`src/rtl/project_pkg.sv`:
```
// Shared ALU types: op codes, EXT sub-ops, sequencer states and the flag bundle.
// The MUL op code is always present; its datapath exists only when ALU_MUL_EN is defined.
package project_pkg;

  // Encodings 9..15 are unsupported and produce a zero result.
  typedef enum logic [3:0] {
    ALU_CPY = 4'd0, ALU_ADD, ALU_SUB, ALU_AND, ALU_OR, ALU_XOR, ALU_GT, ALU_EXT, ALU_MUL
  } e_alu_op;

  // Encodings 4..7 are unknown sub-ops; EXT passes srcA through for them.
  typedef enum logic [2:0] {
    AEX_SHFL = 3'd0, AEX_SHFR, AEX_ROTR, AEX_ASHR
  } e_alu_ext_op;

  typedef enum logic [1:0] {IDLE, SHIFT, MUL, DONE} e_alu_seq_state;

  typedef struct packed {
    logic zero;
    logic carry;
    logic negative;
    logic overflow;
  } alu_flags_t;

  // True for the sub-ops that move bits; only these take the iterative path.
  function automatic logic is_shift_op(e_alu_ext_op x);
    return (x == AEX_SHFL) || (x == AEX_SHFR) || (x == AEX_ROTR) || (x == AEX_ASHR);
  endfunction

endpackage

```
`src/rtl/alu_flags.sv`:
```
// Combinational flag generation from the operation, its operands and its final result.
module alu_flags
  import project_pkg::*;
#(
  parameter int WIDTH = 8
) (
  input  e_alu_op             op,
  input  e_alu_ext_op         exop,
  input  logic [WIDTH-1:0]    a,
  input  logic [WIDTH-1:0]    b,
  input  logic [WIDTH-1:0]    result,
  input  logic [WIDTH-1:0]    result_hi,
  input  logic                shout,
  output alu_flags_t          flags
);
  localparam int KW = $clog2(WIDTH);

  logic [WIDTH:0] sum;
  assign sum = {1'b0, a} + {1'b0, b};

  // zero/negative always track the low word; carry/overflow depend on the op.
  always_comb begin
    flags          = '0;
    flags.zero     = (result == '0);
    flags.negative = result[WIDTH-1];
    case (op)
      ALU_ADD: begin
        flags.carry    = sum[WIDTH];
        flags.overflow = (a[WIDTH-1] == b[WIDTH-1]) && (result[WIDTH-1] != a[WIDTH-1]);
      end
      ALU_SUB: begin
        flags.carry    = (a < b);
        flags.overflow = (a[WIDTH-1] != b[WIDTH-1]) && (result[WIDTH-1] != a[WIDTH-1]);
      end
      ALU_EXT: flags.carry = (b[KW-1:0] != '0) && is_shift_op(exop) && shout;
      ALU_MUL: flags.carry = (result_hi != '0);
      default: ;
    endcase
  end

endmodule

```
`src/rtl/alu_seq.sv`:
```
// Multi-cycle ALU with valid/ready handshakes, bit-serial shifts/rotates and flags.
// Define ALU_MUL_EN to compile in the iterative shift-add multiplier; without it
// ALU_MUL behaves as an unsupported code and result_hi is tied to zero.
module alu_seq
  import project_pkg::*;
#(
  parameter int WIDTH = 8
) (
  input  logic             clk,
  input  logic             rst,
  input  e_alu_op          op,
  input  e_alu_ext_op      exop,
  input  logic [WIDTH-1:0] srcA,
  input  logic [WIDTH-1:0] srcB,
  input  logic             in_valid,
  output logic             in_ready,
  output logic [WIDTH-1:0] result,
  output logic [WIDTH-1:0] result_hi,
  output logic             zero,
  output logic             carry,
  output logic             negative,
  output logic             overflow,
  output logic             out_valid,
  input  logic             out_ready
);
  localparam int KW = $clog2(WIDTH);
  localparam int CW = $clog2(WIDTH + 1);

  e_alu_seq_state   state, nstate;
  e_alu_op          op_r;
  e_alu_ext_op      exop_r;
  logic [WIDTH-1:0] a_r, b_r, sh_r, res_r;
  logic [CW-1:0]    cnt;
  alu_flags_t       flags_r, flags_nx;

  logic             accept, shift_go, load, step_bit, f_sh;
  logic [KW-1:0]    k;
  logic [WIDTH-1:0] ss_res, step_val, res_nx, hi_nx, f_a, f_b;
  e_alu_op          f_op;
  e_alu_ext_op      f_exop;

  assign in_ready  = (state == IDLE);
  assign out_valid = (state == DONE);
  assign accept    = in_valid && in_ready;
  assign k         = srcB[KW-1:0];
  assign shift_go  = (op == ALU_EXT) && (k != '0) && is_shift_op(exop);
  assign result    = res_r;
  assign {zero, carry, negative, overflow} = flags_r;

  // Single-step result straight from the live operands.
  always_comb begin
    ss_res = '0;
    case (op)
      ALU_CPY: ss_res = srcA;
      ALU_ADD: ss_res = srcA + srcB;
      ALU_SUB: ss_res = srcA - srcB;
      ALU_AND: ss_res = srcA & srcB;
      ALU_OR:  ss_res = srcA | srcB;
      ALU_XOR: ss_res = srcA ^ srcB;
      ALU_GT:  ss_res = {{(WIDTH-1){1'b0}}, srcA > srcB};
      ALU_EXT: ss_res = srcA;
      default: ss_res = '0;
    endcase
  end

  // One bit of shift/rotate per cycle; step_bit is the bit that leaves the word.
  always_comb begin
    step_val = sh_r;
    step_bit = 1'b0;
    case (exop_r)
      AEX_SHFL: begin step_val = {sh_r[WIDTH-2:0], 1'b0};     step_bit = sh_r[WIDTH-1]; end
      AEX_SHFR: begin step_val = {1'b0, sh_r[WIDTH-1:1]};     step_bit = sh_r[0];       end
      AEX_ROTR: begin step_val = {sh_r[0], sh_r[WIDTH-1:1]};  step_bit = sh_r[0];       end
      AEX_ASHR: begin step_val = {sh_r[WIDTH-1], sh_r[WIDTH-1:1]}; step_bit = sh_r[0]; end
      default: ;
    endcase
  end

`ifdef ALU_MUL_EN
  logic [2*WIDTH-1:0] acc, acc_nx;
  logic [WIDTH-1:0]   hi_r;
  logic [WIDTH:0]     mul_sum;

  // Shift-add: conditionally add the multiplicand to the upper half, then shift right.
  assign mul_sum   = {1'b0, acc[2*WIDTH-1:WIDTH]} + (acc[0] ? {1'b0, a_r} : '0);
  assign acc_nx    = {mul_sum, acc[WIDTH-1:1]};
  assign result_hi = hi_r;

  // Accumulator seeds with the multiplier in the low half and shifts once per MUL cycle.
  always_ff @(posedge clk or posedge rst) begin
    if (rst) begin
      acc  <= '0;
      hi_r <= '0;
    end else begin
      if (accept)              acc  <= {{WIDTH{1'b0}}, srcB};
      else if (state == MUL)   acc  <= acc_nx;
      if (load)                hi_r <= hi_nx;
    end
  end
`else
  assign result_hi = '0;
`endif

  // Next state plus the value to be captured into the output registers.
  always_comb begin
    nstate = state;
    load   = 1'b0;
    res_nx = ss_res;
    hi_nx  = '0;
    f_op   = op;
    f_exop = exop;
    f_a    = srcA;
    f_b    = srcB;
    f_sh   = 1'b0;
    case (state)
      IDLE: if (in_valid) begin
        if (shift_go) nstate = SHIFT;
`ifdef ALU_MUL_EN
        else if (op == ALU_MUL) nstate = MUL;
`endif
        else begin
          nstate = DONE;
          load   = 1'b1;
        end
      end
      SHIFT: begin
        {f_op, f_exop, f_a, f_b} = {op_r, exop_r, a_r, b_r};
        res_nx = step_val;
        f_sh   = step_bit;
        if (cnt == CW'(1)) begin
          nstate = DONE;
          load   = 1'b1;
        end
      end
`ifdef ALU_MUL_EN
      MUL: begin
        {f_op, f_exop, f_a, f_b} = {op_r, exop_r, a_r, b_r};
        res_nx = acc_nx[WIDTH-1:0];
        hi_nx  = acc_nx[2*WIDTH-1:WIDTH];
        if (cnt == CW'(1)) begin
          nstate = DONE;
          load   = 1'b1;
        end
      end
`endif
      DONE:    if (out_ready) nstate = IDLE;
      default: nstate = IDLE;
    endcase
  end

  alu_flags #(.WIDTH(WIDTH)) u_flags (
    .op(f_op), .exop(f_exop), .a(f_a), .b(f_b),
    .result(res_nx), .result_hi(hi_nx), .shout(f_sh), .flags(flags_nx)
  );

  // State register.
  always_ff @(posedge clk or posedge rst) begin
    if (rst) state <= IDLE;
    else     state <= nstate;
  end

  // Operand latch, iteration counter, shifter and output registers.
  always_ff @(posedge clk or posedge rst) begin
    if (rst) begin
      op_r    <= ALU_CPY;
      exop_r  <= AEX_SHFL;
      a_r     <= '0;
      b_r     <= '0;
      sh_r    <= '0;
      cnt     <= '0;
      res_r   <= '0;
      flags_r <= '0;
    end else begin
      if (accept) begin
        op_r   <= op;
        exop_r <= exop;
        a_r    <= srcA;
        b_r    <= srcB;
        sh_r   <= srcA;
        cnt    <= shift_go ? CW'(k) : CW'(WIDTH);
      end else if (state == SHIFT || state == MUL) begin
        sh_r <= step_val;
        cnt  <= cnt - CW'(1);
      end
      if (load) begin
        res_r   <= res_nx;
        flags_r <= flags_nx;
      end
    end
  end

endmodule

```
`config.mk`:
```
export PLATFORM = sky130hd
export DESIGN_NAME = alu_seq
export DESIGN_NICKNAME = d
export VERILOG_FILES = /design/src/rtl/project_pkg.sv /design/src/rtl/alu_flags.sv /design/src/rtl/alu_seq.sv
export SDC_FILE = /design/constraint.sdc
export NUM_CORES = 1
export LEC_CHECK = 0
export CAP_MARGIN = 0
export CORE_ASPECT_RATIO = 2
export CORE_UTILIZATION = 58
export CTS_CLUSTER_DIAMETER = 120
export DETAILED_ROUTE_END_ITERATION = 6
export PLACE_DENSITY_LB_ADDON = 0.3
export SLEW_MARGIN = 25
export SYNTH_ARGS = -nofsm -noshare
export SYNTH_HDL_FRONTEND = slang
export SYNTH_SLANG_ARGS = --single-unit
```
`constraint.sdc`:
```
create_clock -name clk -period 4.13 [get_ports clk]
set_clock_uncertainty 0.2 [all_clocks]
set_input_delay 0.826 -clock clk [delete_from_list [all_inputs] [get_ports clk]]
set_output_delay 0.826 -clock clk [all_outputs]
set_load 0.005 [all_outputs]
```
* Word level (Yosys, flattened, before mapping)
Cells that the tools add are included.
** Storage, ports and cells
- Word-level logic and storage cells :: 101
- Register bits :: 49
- Output and inout port bits :: 22
** Operators by class
- Bitwise gates (word level) :: 3
- Equality and inequality tests :: 29
- Multiplexer cells :: 25
- Reductions and logical operators :: 26
- Add/sub/neg operators :: 4
- Magnitude comparators :: 2
** Operator list (count)
- $pmux 8 s7 :: 1
- $mux 8 :: 5
- $pmux 8 s4 :: 1
- $eq 4x3->1 const B :: 5
- $eq 3x2->1 const B :: 6
- $mux 4 :: 4
- $eq 4x1->1 const B :: 3
- $eq 4x2->1 const B :: 3
- $add 8x8->9 :: 1
- $eq 3x1->1 const B :: 3
- $logic_not 3->1 :: 3
- $add 8x8->8 :: 1
- $and 8x8->8 :: 1
- $gt 8x8->1 :: 1
- $logic_not 8->1 :: 1
- $lt 8x8->1 :: 1
- $mux 2 :: 4
- $or 8x8->8 :: 1
- $sub 8x8->8 :: 1
- $xor 8x8->8 :: 1
- $logic_and 1x1->1 :: 7
- $logic_or 1x1->1 :: 7
- $pmux 1 s2 :: 3
- $pmux 2 s3 :: 1
- 17 further kinds :: 24

* Longest topological paths before layout
- Depth in word-level cells :: 9
- Depth in mapped cells :: 17
- Depth with buffers taken out :: 12

* By module
From an unflattened synthesis, not the netlist that was laid out.
** Unflattened totals
- Cells, all modules :: 544
- Area total of the unflattened synthesis :: 4505.6 um^2
** By module, submodules not included
- alu_seq :: instances 1, area an instance 4036.4 um^2, cells an instance 482
- alu_flags :: instances 1, area an instance 469.2 um^2, cells an instance 62

* Worst setup path before layout
OpenSTA, ideal clock, no wires.
- Path kind :: register to register
- Start point :: register state[1]
- End point :: register flags_r (netlist bit carry)
- Path slack :: 0.573 ns
- Library setup time :: 0.083 ns
- Arrival time :: 3.274 ns
- Path buffers :: 6
- Required time :: 3.847 ns
- Stages on the path, launching flop included :: 17
- Period minus slack after synthesis :: 3.557 ns
- Path through :: dfrtp_1 -> inv_1 -> ha_1 -> clkbuf_1 -> clkbuf_1 -> clkbuf_1 -> buf_2 -> buf_2 -> clkbuf_1 -> o21ai_0 -> ha_1 -> o311a_1 -> o211ai_1 -> a21oi_1 -> a2111oi_2 -> o22ai_1 -> o21ai_0
** Between the ends
- Cells in the longest elaborated chain, start to end :: 9
** Ends and longest elaborated chain
- start, declared :: RTL line alu_seq.sv:29 : e_alu_seq_state state, nstate;
- start signal, assigned :: RTL line alu_seq.sv:159 : else state <= nstate;
- branches (longest 9 deep; another with $add 8x8->9)
- end signal, assigned :: RTL line alu_seq.sv:187 : flags_r <= flags_nx;
- end, declared :: RTL line alu_seq.sv:34 : alu_flags_t flags_r, flags_nx;
Several ways; the timed one is not identified.
A chain may end at the register's enable or synchronous reset.

* Worst setup path after layout
- Start point :: input port srcB[2]
- End point :: register flags_r (netlist bit zero)
** Between the ends
- Cells in the longest elaborated chain, start to end :: 6
** Ends and longest elaborated chain
- start, declared :: RTL line alu_seq.sv:14 : input logic [WIDTH-1:0] srcB,
- branches (longest 6 deep; another with $sub 8x8->8)
Several ways; the timed one is not identified.

==> results.sh <==
export IMPL_cts_buffers=5
export IMPL_final_nets=656
export IMPL_synth_area_mux_share_pct=4.25
export IMPL_fin_setup_tns_ns=0
export IMPL_crit_type="input pin to flip-flop"
export IMPL_synth_cells=535
export IMPL_wirelength_um=13500
export IMPL_gp_congestion=1.01
export IMPL_viasPerCell=6.23
export IMPL_yosys_warnings=0
export IMPL_synth_xor_area_share_pct=1.21
export IMPL_rsz0062_at_grt="false"
export IMPL_post_cts_buffers=0
export IMPL_grt_max_degree=49
export IMPL_setup_ws_ns=0.473
export IMPL_ys_seq_elements=48
export IMPL_finalMaxSlewViolations=0
export IMPL_vias=4196
export IMPL_cp_required_ns=4.17
export IMPL_finalCritPeriodShare_pct=88.5
export IMPL_area_growth_pct=17.2
export IMPL_clk_path_buf_depth=2
export IMPL_num_rows=44
export IMPL_final_setup_viol_count=0
export IMPL_hold_path_class="flip-flop to flip-flop"
export IMPL_synth_edff_count=0
export IMPL_n_antenna_cell=0
export IMPL_dpl_hpwl_um=10700
export IMPL_fin_crit_ns=3.66
export IMPL_end_kind="flip-flop"
export IMPL_pin_count=49
export IMPL_worstMarginPinSlew_ns=0.853
export IMPL_yosys_area_share_simple_pct=21.1
export IMPL_cts_tree="built"
export IMPL_power_leakage_nw=2.38
export IMPL_postSynthAreaPerCell_um2=8.09
export IMPL_grt_pass1_vias=4251
export IMPL_fill_cells=600
export IMPL_cts_sinks=48
export IMPL_powerDensity_nw_per_um2=593
export IMPL_ir_drop_uv=830
export IMPL_crit_fanout=6
export IMPL_drc_errors=0
export IMPL_synthAdderAreaFrac_pct=14.2
export IMPL_drv_cap=0
export IMPL_overflow=0
export IMPL_grt_use_total_pct=36.0
export IMPL_cp_start_kind="input pin"
export IMPL_synthArstFlopShare_pct=100
export IMPL_seq_area_frac_synth_pct=27.7
export IMPL_maxSlewHeadroom_pct=43.1
export IMPL_drt_iter0_markers=345
export IMPL_preCtsSetupSlack_ns=0.160
export IMPL_critPathArrivalTime_ns=3.69
export IMPL_dr_pass1_iters=5
export IMPL_synth_cell_type_count=71
export IMPL_core_area_um2=7270
export IMPL_hold_violations=0
export IMPL_synth_top_family_by_area="compound AO/OA/AOI/OAI gates"
export IMPL_antenna_left=0
export IMPL_fp_dieW_um=63.1
export IMPL_status="complete, no violations"
export IMPL_grt_pass1_wl_um=21400
export IMPL_cts_resized=0
export IMPL_fmax_mhz=273
export IMPL_wl_per_cell_um=20.1
export IMPL_die_area_um2=7840
export IMPL_fp_dieH_um=124
export IMPL_insertion_delay_ns=0.29
export IMPL_synth_compound_area_share_pct=22.6
export IMPL_synth_main_ff_cell="dfrtp_1"
export IMPL_antenna_found_initial=0
export IMPL_start_util_pct=59.6
export IMPL_postCtsHoldBufs=0
export IMPL_place_port_buffers=40
export IMPL_layout_drive_gt1_share_pct=9.79
export IMPL_cts_clk_slew_worst_paths_ns=0.07
export IMPL_root_buffer="clkbuf_16"
export IMPL_syn_cell_area_um2=4330
export IMPL_h_tree_depth=2
==> synthesized netlist by cell type (all sizes together), types with 3 or more instances <==
cell     instances  share of area (%)
a21o             4               0.69
a21boi           6                1.0
o31ai            3               0.75
or4              3               0.52
nor3             4               0.46
a31oi            5               0.72
or2              3               0.43
a2111oi          3               0.75
inv             45                3.9
a2bb2oi          3               0.61
o22ai            7                1.0
nor2b            8                1.2
ha              46                 13
a211o            3               0.61
a211oi           4               0.69
a32o             3               0.69
or4b             3               0.78
xnor2            3               0.61
nor4             6               0.87
o21ai           48                5.5
buf             21                3.2
nand2b          11                1.6
nor4b            7                2.1
o211ai           6                1.0
mux2             3               0.78
xor2             3               0.61
nand2           97                8.4
mux2i           15                3.5
nand3b           3               0.52
clkbuf          19                1.6
dfrtp           48                 28
nor2            24                2.1
nand3            4               0.46
a21oi           24                2.8
==> critical path, cell delays in order <==
cell,delay [ns]
clkdlybuf4s50_1,0.56
inv_1,0.11
ha_1,0.44
a21o_1,0.19
a21oi_1,0.07
buf_4,0.14
o21ai_0,0.38
mux2i_1,0.17
o41a_1,0.37
nor4b_2,0.25
a32o_1,0.19
==> per-stage QoR <==
| stage | cells | util (%) | total power [mW] | area (um^2) | hold WS (ns) |
|---|---|---|---|---|---|
| after floorplan | 542 | - | 1.97 | 4360 | 0.246 |
| final | 674 | 69.8 | 3.01 | 5070 | 0.265 |
| after CTS | 674 | 69.8 | 2.99 | 5070 | 0.271 |
| after global routing | 674 | 69.8 | 3.21 | 5070 | 0.295 |
| after global placement | 666 | 67.5 | 2.42 | 4900 | 0.248 |
| after detailed placement | 666 | 67.5 | 2.50 | 4900 | 0.256 |
==> state kept, by name, summed over array words and instances, names as in the netlist <==
register and cells:
state 2, sh_r 8, op_r 4, exop_r 3
cnt 4, b_r 8, zero 1, carry 1
a_r 8, overflow 1, result 8
==> routing by layer <==
layer / wire length, um / vias to the layer above / global-route usage, %
met3: 732 / 51 / 3.31
met5: 0 / - / 0
li1: - / 1956 / -
met2: 7090 / 190 / 64.3
met4: 926 / 0 / 23.9
met1: 4770 / 1999 / 38.9
==> where the power goes <==
part	internal [mW]	leakage, nW	switching [mW]
Sequential	0.697	0.597	0.197
Clock	0.285	0.0798	0.187
Combinational	0.710	1.70	0.934
Total	1.69	2.38	1.32
==> worst paths after layout <==
path                            from  cells after the start         to  slack (ns)
max                          srcB[2]                     11       zero        0.47
min                        result[1]                      2  result[1]        0.27
max reg2reg                 state[1]                     12      carry        1.18
min reg2reg                result[1]                      2  result[1]        0.27
max in group asynchronous        rst                      2     a_r[0]        2.42
min in group asynchronous        rst                      2   overflow        0.80
==> cell families after synthesis <==
| family | after synthesis |
|---|---|
| buf+inv | 85 |
| simple gates | 183 |
| fa+ha+maj | 48 |
| mux | 18 |
| xor+xnor | 6 |
| compound gates | 146 |
| flops | 48 |
| other cells | 1 |
==> placed cells by master, fill, tap and decap left out, types with 4 or more instances in the layout <==
cell type	instances
nand2_1	96
o21ai_0	48
dfrtp_1	48
ha_1	46
inv_1	44
clkdlybuf4s50_1	40
buf_4	32
a21oi_1	24
nor2_1	23
mux2i_1	15
nand2b_1	11
nor2b_1	8
conb_1	8
o22ai_1	7
a21boi_0	6
nor4_1	6
o211ai_1	6
a31oi_1	5
clkbuf_16	5
a21o_1	4
nor3_1	4
a211oi_1	4
nor4b_1	4
nand3_1	4
==> final cells by class <==
| class | instances | area [um^2] | share of cell area, % |
|---|---|---|---|
| multi-input combinational | 409 | 2780 | 54.8 |
| sequential | 48 | 1200 | 23.7 |
| clock inverter | 3 | 42.5 | 0.838 |
| clock buffer | 5 | 125 | 2.47 |
| inverter | 45 | 170 | 3.35 |
| tap | 92 | 115 | 2.27 |
| timing repair buffer | 72 | 641 | 12.6 |
(Power assumes the default switching activity.)
